$ cat config.mk
export PLATFORM = sky130hd
export DESIGN_NAME = seg_scan_ctrl_flat
export DESIGN_NICKNAME = d
export VERILOG_FILES = /design/src/rtl/seg_scan_if.sv /design/src/rtl/seg_scan_ctrl.sv /design/src/flat_wrapper.sv
export SDC_FILE = /design/constraint.sdc
export NUM_CORES = 1
export LEC_CHECK = 0
export CAP_MARGIN = 20
export CORE_MARGIN = 1
export CORE_UTILIZATION = 50
export DETAILED_ROUTE_END_ITERATION = 10
export PLACE_DENSITY = 0.77
export SLEW_MARGIN = 25
export SYNTH_ARGS = -nofsm -noshare
export SYNTH_HDL_FRONTEND = slang
export SYNTH_SLANG_ARGS = --single-unit
$ cat constraint.sdc
create_clock -name clk -period 3 [get_ports clk]
set_input_delay 0.6 -clock clk [delete_from_list [all_inputs] [get_ports clk]]
set_output_delay 0.6 -clock clk [all_outputs]
set_load 0.03 [all_outputs]
$ cat src/rtl/seg_scan_if.sv
// Bundles the value/control inputs and the digit/segment pin outputs of the
// multiplexed 7-segment scanner.
interface seg_scan_if #(
  parameter int NDIG     = 8,
  parameter int BRIGHT_W = 4
);
  logic [4*NDIG-1:0]   s;
  logic [NDIG-1:0]     dp;
  logic [NDIG-1:0]     blank_mask;
  logic                lz_en;
  logic [BRIGHT_W-1:0] bright;
  logic [7:0]          seg;
  logic [NDIG-1:0]     ans;
  logic                frame_done;

  modport master (
    output s, dp, blank_mask, lz_en, bright,
    input  seg, ans, frame_done
  );

  modport slave (
    input  s, dp, blank_mask, lz_en, bright,
    output seg, ans, frame_done
  );
endinterface

$ cat src/rtl/seg_scan_ctrl.sv
// N-digit time-multiplexed 7-segment scan controller with per-frame input snapshot,
// leading-zero suppression, blank mask, PWM brightness and a dark first cycle per slot.
module seg_scan_ctrl #(
  parameter int NDIG     = 8,
  parameter int SCAN_DIV = 65536,
  parameter int BRIGHT_W = 4
) (
  input logic      clk,
  input logic      reset,
  seg_scan_if.slave bus
);
  localparam int DIV_W = $clog2(SCAN_DIV);
  localparam int IDX_W = $clog2(NDIG);
  localparam int THR_W = DIV_W + BRIGHT_W + 1;

  logic [DIV_W-1:0]  div;
  logic [IDX_W-1:0]  idx;
  logic              last_div;
  logic              frame_edge;

  logic [4*NDIG-1:0] sh_s;
  logic [NDIG-1:0]   sh_dp;
  logic [NDIG-1:0]   sh_blank;
  logic              sh_lz;

  logic [THR_W-1:0]  thr;
  logic [NDIG-1:0]   supp;
  logic              lz_nz;
  logic [3:0]        nib;
  logic              lit;

  logic [7:0]        seg_q;
  logic [NDIG-1:0]   ans_q;
  logic              frame_done_q;

  function automatic logic [6:0] hex7(input logic [3:0] n);
    case (n)
      4'h0: hex7 = 7'h3F;
      4'h1: hex7 = 7'h06;
      4'h2: hex7 = 7'h5B;
      4'h3: hex7 = 7'h4F;
      4'h4: hex7 = 7'h66;
      4'h5: hex7 = 7'h6D;
      4'h6: hex7 = 7'h7D;
      4'h7: hex7 = 7'h07;
      4'h8: hex7 = 7'h7F;
      4'h9: hex7 = 7'h6F;
      4'hA: hex7 = 7'h77;
      4'hB: hex7 = 7'h7C;
      4'hC: hex7 = 7'h39;
      4'hD: hex7 = 7'h5E;
      4'hE: hex7 = 7'h79;
      default: hex7 = 7'h71;
    endcase
  endfunction

  assign last_div   = (div == DIV_W'(SCAN_DIV - 1));
  assign frame_edge = last_div && (idx == IDX_W'(NDIG - 1));

  always_ff @(posedge clk) begin
    if (!reset) begin
      div <= '0;
      idx <= '0;
    end else if (last_div) begin
      div <= '0;
      idx <= (idx == IDX_W'(NDIG - 1)) ? '0 : idx + IDX_W'(1);
    end else begin
      div <= div + DIV_W'(1);
    end
  end

  // Snapshot on the same edge idx wraps, so a whole frame shows one consistent value.
  always_ff @(posedge clk) begin
    if (!reset) begin
      sh_s     <= '0;
      sh_dp    <= '0;
      sh_blank <= '0;
      sh_lz    <= 1'b0;
    end else if (frame_edge) begin
      sh_s     <= bus.s;
      sh_dp    <= bus.dp;
      sh_blank <= bus.blank_mask;
      sh_lz    <= bus.lz_en;
    end
  end

  always_comb begin
    thr = ((THR_W'(bus.bright) + THR_W'(1)) * THR_W'(SCAN_DIV)) >> BRIGHT_W;
  end

  // Scan from the top digit down: a digit is suppressed while nothing non-zero is above it.
  always_comb begin
    supp  = '0;
    lz_nz = 1'b0;
    for (int i = NDIG - 1; i >= 0; i--) begin
      lz_nz   = lz_nz | (sh_s[4*i +: 4] != 4'h0);
      supp[i] = sh_lz & ~lz_nz & (i != 0);
    end
  end

  assign nib = sh_s[{idx, 2'b00} +: 4];
  assign lit = (div != '0) && ({{(THR_W - DIV_W){1'b0}}, div} < thr) && !sh_blank[idx];

  always_ff @(posedge clk) begin
    if (!reset) begin
      seg_q        <= '0;
      ans_q        <= '0;
      frame_done_q <= 1'b0;
    end else begin
      frame_done_q <= frame_edge;
      if (lit) begin
        ans_q <= NDIG'(1) << idx;
        seg_q <= {sh_dp[idx], supp[idx] ? 7'h00 : hex7(nib)};
      end else begin
        ans_q <= '0;
        seg_q <= '0;
      end
    end
  end

  assign bus.seg        = seg_q;
  assign bus.ans        = ans_q;
  assign bus.frame_done = frame_done_q;
endmodule

$ cat src/flat_wrapper.sv
// flat-port wrapper written by rule: the top's interface ports become plain ports
module seg_scan_ctrl_flat 
#(
  parameter int NDIG     = 8,
  parameter int SCAN_DIV = 65536,
  parameter int BRIGHT_W = 4
)
  (clk, reset, bus_s, bus_dp, bus_blank_mask, bus_lz_en, bus_bright, bus_seg, bus_ans, bus_frame_done);
  seg_scan_if #(.NDIG(NDIG), .BRIGHT_W(BRIGHT_W)) bus_i ();
  input logic clk;
  input logic reset;
  input wire logic [$bits(bus_i.s)-1:0] bus_s;
  input wire logic [$bits(bus_i.dp)-1:0] bus_dp;
  input wire logic [$bits(bus_i.blank_mask)-1:0] bus_blank_mask;
  input wire logic [$bits(bus_i.lz_en)-1:0] bus_lz_en;
  input wire logic [$bits(bus_i.bright)-1:0] bus_bright;
  output wire logic [$bits(bus_i.seg)-1:0] bus_seg;
  output wire logic [$bits(bus_i.ans)-1:0] bus_ans;
  output wire logic [$bits(bus_i.frame_done)-1:0] bus_frame_done;
  assign bus_i.s = bus_s;
  assign bus_i.dp = bus_dp;
  assign bus_i.blank_mask = bus_blank_mask;
  assign bus_i.lz_en = bus_lz_en;
  assign bus_i.bright = bus_bright;
  assign bus_seg = bus_i.seg;
  assign bus_ans = bus_i.ans;
  assign bus_frame_done = bus_i.frame_done;
  seg_scan_ctrl #(.NDIG(NDIG), .SCAN_DIV(SCAN_DIV), .BRIGHT_W(BRIGHT_W)) u_core (.clk(clk), .reset(reset), .bus(bus_i));
endmodule
# Word level (Yosys, flattened, before mapping)
# Memories as Yosys holds them, arrays and structs flattened. A register that Yosys moved wholly into a read port is not among the register bits.
# Index checks and enable logic that the tools add are counted.
# classes
n_eq_ne	2
addsub	3
mux	7
n_bitwise	22
n_shift	2
n_reduce_logical	15
magnitude_cmp	2
# op_table
op	n
32-bit by 6-bit variable part select with 4-bit output	1
4-bit nonzero test	7
16-bit by 17-bit < comparator with 1-bit output	1
16-bit by 1-bit adder with 16-bit output (second input constant)	1
16-bit equality test (second input constant)	1
16-bit nonzero test	1
1-bit binary-select mux with 3-bit select	3
1-bit inverter	9
1-bit by 3-bit << shifter with 8-bit output (first input constant)	1
1-bit AND	7
1-bit OR	6
4-bit by 1-bit adder with 5-bit output (second input constant)	1
3-bit by 4-bit < comparator with 1-bit output (second input constant)	1
3-bit by 1-bit adder with 3-bit output (second input constant)	1
3-bit equality test (second input constant)	1
1-bit logical AND	3
1-bit two-way mux	3
3-bit two-way mux	1
3-bit OR reduction	1
2-bit AND reduction	1
2-bit OR reduction	1
1-bit zero test	1
# word_totals
elab_cells	63
reg_bits	78
rom_bits	112
output_inout_bits	17
memories	1
# mem_list
memory	words	word_bits	rd	rd_clocked_by_memory_dff	wr	line_no	text
(no name shown)	16	7	1	1	0	seg_scan_ctrl.sv:37	case (n)

# Depth between registers and ports, before layout
# Gate-level depths: netlist (run 1).
# depth
word_depth	12
depth_mapped	10

# Worst setup path after synthesis (run 1)
# No wires, ideal clock.
# synth_path
path_type	register to register
from	register u_core.idx[1]
to	register u_core.seg_q[3] (netlist: u_core.bus.seg[3])
setup_slack_ps	798
setup_ps	144
arrival_time_ps	2058
n_path_buf	2
period_less_slack_ps	2202
stages_incl_launch_ff	11
cell_sequence	dfxtp_1 -> buf_6 -> clkbuf_1 -> mux4_2 -> mux2_2 -> inv_1 -> ha_1 -> inv_1 -> mux2i_1 -> mux2i_1 -> nor3_1
# synth_via
elab_chain_cells	6
# synth_lines
item	line_no	text
start: declaration	seg_scan_ctrl.sv:17	logic [IDX_W-1:0] idx;
start signal: assignment	seg_scan_ctrl.sv:66	idx <= (idx == IDX_W'(NDIG - 1)) ? '0 : idx + IDX_W'(1);
1-bit binary-select mux with 3-bit select	seg_scan_ctrl.sv:102	assign lit = (div != '0) && ({{(THR_W - DIV_W){1'b0}}, div} < thr) && !sh_blank[idx];
1-bit two-way mux (not written as such)	seg_scan_ctrl.sv:102	
1-bit zero test	seg_scan_ctrl.sv:102	
1-bit logical AND	seg_scan_ctrl.sv:102	
1-bit inverter (no source line)	-	
3-bit OR reduction (no source line)	-	
end: declaration	seg_scan_ctrl.sv:32	logic [7:0] seg_q;
# Several ways; a longest one is shown, not always the timed one. The select of a mux whose other input is x is not followed.
# A chain may end at the register's enable or synchronous reset.

# Worst setup path in the final report (run 1)
# layout_path
from	register u_core.idx[1]
to	register u_core.seg_q[4] (netlist: u_core.bus.seg[4])
# Same word-level chain as after synthesis.

==> out/qor.txt, run 1 <==
Postcts setup bufs: 0
Switch Pwr: 0.498 mW
Cell Pwr Density: 498 mW/mm^2
GRT Total Usage: 22.6%
PortBufs: 71
Synth top area share: 45.8%
Root buf cell: clkbuf_8
Area leader, netlist: dfxtp_1
Predominant post-synthesis flop cell: dfxtp_1
Layout cells sized above 1: 11.5%
Leakage dissipation: 1.84 nW
Clk slew on worst S/H paths: 0.08 ns
Slowest CP cell: dfxtp_1
Drt wl/cell: 15.7 um
Logic gate share of total power: 7.5%
TNS Setup: 0 ns
TritonCTS buffer count: 9
Part of the Yosys area used for sequential elements: 45.8%
Most frequent cells in the layout: dfxtp_1 (85), clkdlybuf4s50_1 (71), a22o_1 (49)
Overflow after GRT: 0
Post-synth net total: 413
# hold bufs at CTS: 0
First-pass GRT wire length: 13200 um
Ports: 72
CP Capture Type: flip-flop
WHS: 0.483 ns
Core footprint: 0.00721 mm^2
Initial antenna violation count: 0
Startpoint types: flip-flop
RD Place Congestion: 0.835
WP data required: 3.26 ns
Via density: 5.57
Synth top area cells: dfxtp_1 (46%), a22o_1 (12%), mux4_2 (6.7%)
Slew of the pin with the lowest slew margin: 0.561 ns
CTS tree: done
Worst skew pair latency: 0.36 ns
Max VDD drop: 0.288 mV
WP buf/inv: 0
Hold WC Path Type: reg2reg
Fmax: 0.410 GHz
Max Fanout on Critical Path: 10
Sequential fraction of design power: 48.2%
Via Count: 2878
Mapped Area: 0.00371 mm^2
Post-DP HPWL: 5980 um
Commonest non-fill, non-tap cell in the layout: dfxtp_1
CP Class: reg2reg
Sw Ratio: 20.9%
Die area: 0.00778 mm^2
Internal: 1.89 mW
Fin. max-slew vios: 0
Run status: finished clean
# Max-Cap Violations: 0
Syn Inst Count: 340
Clock skew: 0.00948 ns
Post-synth EDFFs: 0
Period utilisation layout: 81.2%
Layout area overhead: 29.0%
Routed wire length: 8130 um
Antenna cells: 0
H-tree depth: 3
PostCTS Resize Cnt: 0
Synth unique cells: 43
Num rows: 31
ANT nets after route: 0
Post-synthesis async set-or-reset flop share: 0%
Initial Util: 51.5%
Finished Cell Area: 0.00479 mm^2
CTS max path bufs: 2
DR DRC count: 0
Final cell count without fillers: 517
Most used cell, CP: nand2_1
Die height: 88.2 um
CP arrival: 2.70 ns
CP Cell Sequence: mux4_2, nand2_1, nand2_1, ha_1, mux2_2, a2111oi_2
Clock network fraction of design power: 44.4%
Top delay family on crit path: multiplexers
First-pass DRT Iterations: 4
Placed inst area: 0.00452 mm^2
Final Setup Violations: 0
Die width: 88.2 um
Unrepaired setup endpoints after global routing: false
Max incr delay on CP: 0.63 ns
Clk sinks: 85
Final critical-path required period: 2.44 ns
FF+latch count, synth: 85
Cells after DPL: 501
Yosys warns: 0
Final Net Count: 486
Mean Syn Cell Area: 10.9 um^2
First-iteration detailed-routing DRC count: 184
Largest net degree at the start of global routing: 51
R2R setup slack: 0.56 ns
Slew HR: 62.6%
Number of global-route vias before repair: 2727
Hold violation total from the final report: 0
routing by layer:
layer | routed length [um] | vias up | global-route usage (%)
met5 | 0 | - | 0
met3 | 430 | 21 | 4.81
met4 | 237 | 0 | 12.2
met1 | 3750 | 1365 | 31.2
li1 | - | 1397 | -
met2 | 3710 | 95 | 33.2
power groups by stage:
stage | clock [mW] | sequential (mW) | combinational (mW)
floorplan | 0 | 1.20 | 0.0453
global placement | 0 | 1.18 | 0.175
detailed placement | 0 | 1.18 | 0.178
CTS | 1.07 | 1.15 | 0.179
global route | 1.12 | 1.15 | 0.192
finish | 1.06 | 1.15 | 0.178
cells in the mapped netlist (4+ instances only):
cell type and instances:
inv_1 12, clkbuf_1 6, ha_1 18, o21ai_0 4, mux4_2 11, buf_4 5, a21oi_1 5, nand3_1 8
nor3_1 13, nor4_1 10, and2_1 14, buf_2 5, xor2_1 5, xnor2_1 12, nand4_1 5, mux2i_1 10
nand2_1 8, nor2_1 20, dfxtp_1 85, a22o_1 49
cell type report:
class / count / area [um^2]
fill: 584 / 2420
sequential: 85 / 1700
clock inverter: 7 / 146
timing repair buffer: 80 / 778
inverter: 14 / 52.6
clock buffer: 9 / 124
multi-input combinational: 223 / 1860
tap: 99 / 124
logic make-up after synthesis:
kind of cell / Yosys count / share of synthesized area, %
and+or+nand+nor: 93 / 13.4
DFF: 85 / 45.8
AOI/OAI and AO/OA: 71 / 15.9
buffers and inverters: 32 / 4.31
muxes: 24 / 10.6
adders and majority gates: 18 / 6.06
xor gates and xnor gates: 17 / 4.01
sequential cells by signal, indices dropped and copies added, names as in the netlist:
register and count:
u_core.idx 3, u_core.sh_blank 8, u_core.sh_lz 1, u_core.bus.seg 8, u_core.bus.ans 8, u_core.bus.frame_done 1
u_core.sh_s 32, u_core.sh_dp 8, u_core.div 16
per-stage QoR:
step | power (mW) | utilization [%] | setup WS, ns
floorplan | 1.24 | - | 0.798
global placement | 1.35 | 62.7 | 0.429
detailed placement | 1.35 | 62.7 | 0.355
CTS | 2.40 | 66.4 | 0.531
global route | 2.47 | 66.4 | 0.352
finish | 2.38 | 66.4 | 0.563
worst reg2reg max path, delay by kind of cell (launching register included):
kind	cells	cell delay [ns]
AOI/OAI and AO/OA	1	0.34
adders and majority gates	1	0.27
muxes	2	0.87
and+or+nand+nor	2	0.24
DFF	1	0.63
worst paths after layout:
kind                                 startpoint                end  cells after the start
worst max-delay path              u_core.idx[1]  u_core.bus.seg[4]                      6
worst min-delay path            u_core.sh_dp[3]    u_core.sh_dp[3]                      1
worst max register to register    u_core.idx[1]  u_core.bus.seg[4]                      6
worst min register to register  u_core.sh_dp[3]    u_core.sh_dp[3]                      1
Power figures use the tool's default switching activity.
==> inputs of run 2 (changes only) <==
--- a/config.mk
+++ b/config.mk
@@ -7,9 +7,9 @@
 export LEC_CHECK = 0
 export CAP_MARGIN = 20
 export CORE_MARGIN = 1
-export CORE_UTILIZATION = 50
+export CORE_UTILIZATION = 47
 export DETAILED_ROUTE_END_ITERATION = 10
-export PLACE_DENSITY = 0.77
+export PLACE_DENSITY = 0.76
 export SLEW_MARGIN = 25
 export SYNTH_ARGS = -nofsm -noshare
 export SYNTH_HDL_FRONTEND = slang
==> constraint.sdc (replaced) <==
create_clock -name clk -period 2.22 [get_ports clk]
set_input_delay 0.444 -clock clk [delete_from_list [all_inputs] [get_ports clk]]
set_output_delay 0.444 -clock clk [all_outputs]
set_load 0.03 [all_outputs]
==> out/qor.txt, run 2 (synthesized netlist as in run 1, its figures left out) <==
Run status: finished clean
Routed wire length: 8220 um (+1.1%)
TritonCTS buffer count: 9 (unchanged)
Via Count: 3006 (+4.4%)
Via density: 5.49 (-1.5%)
Die width: 90.9 um (+3.1%)
Drt wl/cell: 15.0 um (-4.6%)
CP Class: reg2reg
Commonest non-fill, non-tap cell in the layout: dfxtp_1
ANT nets after route: 0 (unchanged)
# Max-Cap Violations: 0 (unchanged)
Clock skew: 0.0123 ns (+0.00280 ns)
H-tree depth: 3 (unchanged)
WHS: 0.484 ns (+0.000420 ns)
Switch Pwr: 0.664 mW (+33%)
Worst skew pair latency: 0.35 ns (about the same)
Die height: 90.9 um (+3.1%)
Layout area overhead: 34.6%
Clk slew on worst S/H paths: 0.09 ns (about the same)
CP arrival: 2.38 ns (-0.32 ns)
Clk sinks: 85 (unchanged)
Post-DP HPWL: 6050 um (+1.2%)
Sequential fraction of design power: 53.4% (+5.2 points)
Fin. max-slew vios: 0 (unchanged)
Startpoint types: flip-flop
First-pass GRT wire length: 14100 um (+6.4%)
Number of global-route vias before repair: 2906 (+6.6%)
Most frequent cells in the layout: dfxtp_1 (83), clkdlybuf4s50_1 (71), a22o_1 (49)
Slew of the pin with the lowest slew margin: 0.447 ns (-0.113 ns)
Fill cells: 625 (+7.0%)
# hold bufs at CTS: 0 (unchanged)
Setup ws final: 0.0820 ns (-0.481 ns)
Total chip power: 2.90 mW (+22%)
Max reg flops: 32 (unchanged)
Initial antenna violation count: 0 (unchanged)
Final critical-path required period: 2.14 ns (-0.299 ns)
Internal: 2.24 mW (+19%)
PortBufs: 71 (unchanged)
Cell Pwr Density: 581 mW/mm^2 (+17%)
Ports: 72 (unchanged)
Antenna cells: 0 (unchanged)
First-iteration detailed-routing DRC count: 278 (+51%)
Clock network fraction of design power: 37.8% (-6.6 points)
Unrepaired setup endpoints after global routing: false
Top reg by flops: u_core.sh_s
Sw Ratio: 22.9% (+2.0 points)
DP Worst Slack: -0.264 ns (-0.619 ns)
Hold violation total from the final report: 0 (unchanged)
Max Fanout on Critical Path: 6 (-4)
Hold WC Path Type: reg2reg
WP data required: 2.46 ns (-0.80 ns)
CTS tree: done
Largest regs: u_core.sh_s x32, u_core.div x16
Root buf cell: clkbuf_8
Period utilisation layout: 96.3% (+15 points)
RD Place Congestion: 0.836 (+0.13%)
Core footprint: 0.00769 mm^2 (+6.6%)
DR DRC count: 0 (unchanged)
Multi-input logic area: 0.00189 mm^2 (+1.1%)
Max VDD drop: 0.382 mV (+32%)
Fmax: 0.468 GHz (+14%)
Initial Util: 48.3% (-3.2 points)
Die area: 0.00826 mm^2 (+6.2%)
CTS max path bufs: 2 (unchanged)
Slew HR: 69.9% (+7.3 points)
Final Setup Violations: 0 (unchanged)
TNS Setup: 0 ns (unchanged)
Logic gate share of total power: 8.8% (+1.3 points)
Final Net Count: 514 (+5.8%)
Layout cells sized above 1: 17.7% (+6.2 points)
Register area: 0.00171 mm^2 (+0.29%)
Postcts setup bufs: 0 (unchanged)
CP Capture Type: flip-flop
First-pass DRT Iterations: 4 (unchanged)
GRT Total Usage: 21.3% (-1.3 points)
Leakage dissipation: 1.98 nW (+7.8%)
Num rows: 32 (+3.2%)
Largest net degree at the start of global routing: 51 (unchanged)
Overflow after GRT: 0 (unchanged)
==> run 2: final cells by class <==
class	count	share of cell area, %
clock inverters	6	1.25
clock buffers	10	2.75
well taps	102	2.55
inverters	14	1.05
multi-input cells	223	37.7
flip-flops and latches	85	34.1
repair buffers	108	20.5
==> run 2: path summary, 6_finish.rpt <==
path | start | end | slack [ns] | depth (start not counted)
worst max-delay path | u_core.idx[1] | u_core.bus.seg[0] | 0.08 | 9
worst min-delay path | u_core.sh_blank[7] | u_core.sh_blank[7] | 0.48 | 1
worst max register to register | u_core.idx[1] | u_core.bus.seg[0] | 0.08 | 9
worst min register to register | u_core.sh_blank[7] | u_core.sh_blank[7] | 0.48 | 1
==> run 2: metrics by stage <==
step / util [%] / cell area, um^2 / std cells
2_1_floorplan: - / 3710 / 340
3_3_place_gp: 62.1 / 4770 / 532
3_5_place_dp: 62.1 / 4770 / 532
4_1_cts: 64.7 / 4970 / 548
5_1_grt: 65.0 / 5000 / 548
6_report: 65.0 / 5000 / 548
==> run 2: critical path, stage by stage, from the launching register on <==
cell	delay [ns]
dfxtp_4	0.41
buf_4	0.13
buf_4	0.10
mux4_2	0.50
mux2i_1	0.20
buf_4	0.17
buf_4	0.15
nand2_1	0.10
a21boi_1	0.20
a2111oi_2	0.07
==> run 2: power groups by stage <==
| stage | registers, mW | logic [mW] | clock network (mW) |
|---|---|---|---|
| final | 1.55 | 0.255 | 1.10 |
| after floorplan | 1.62 | 0.0612 | 0 |
| after global routing | 1.55 | 0.275 | 1.19 |
| after CTS | 1.55 | 0.256 | 1.11 |
| after global placement | 1.59 | 0.249 | 0 |
| after detailed placement | 1.59 | 0.254 | 0 |
==> run 2: per-layer routing <==
metal,vias up,routed length [um],track usage [%]
li1,1459,-,-
met1,1448,3930,30.2
met2,87,3750,32.2
met3,12,394,5.47
met4,0,142,5.95
met5,-,0,0
==> run 2: repair_timing <==
item / CTS / global route
pin swaps: 0 / 0
endpoints found under the setup margin: 4 / 55
resized for setup: 1 / 5
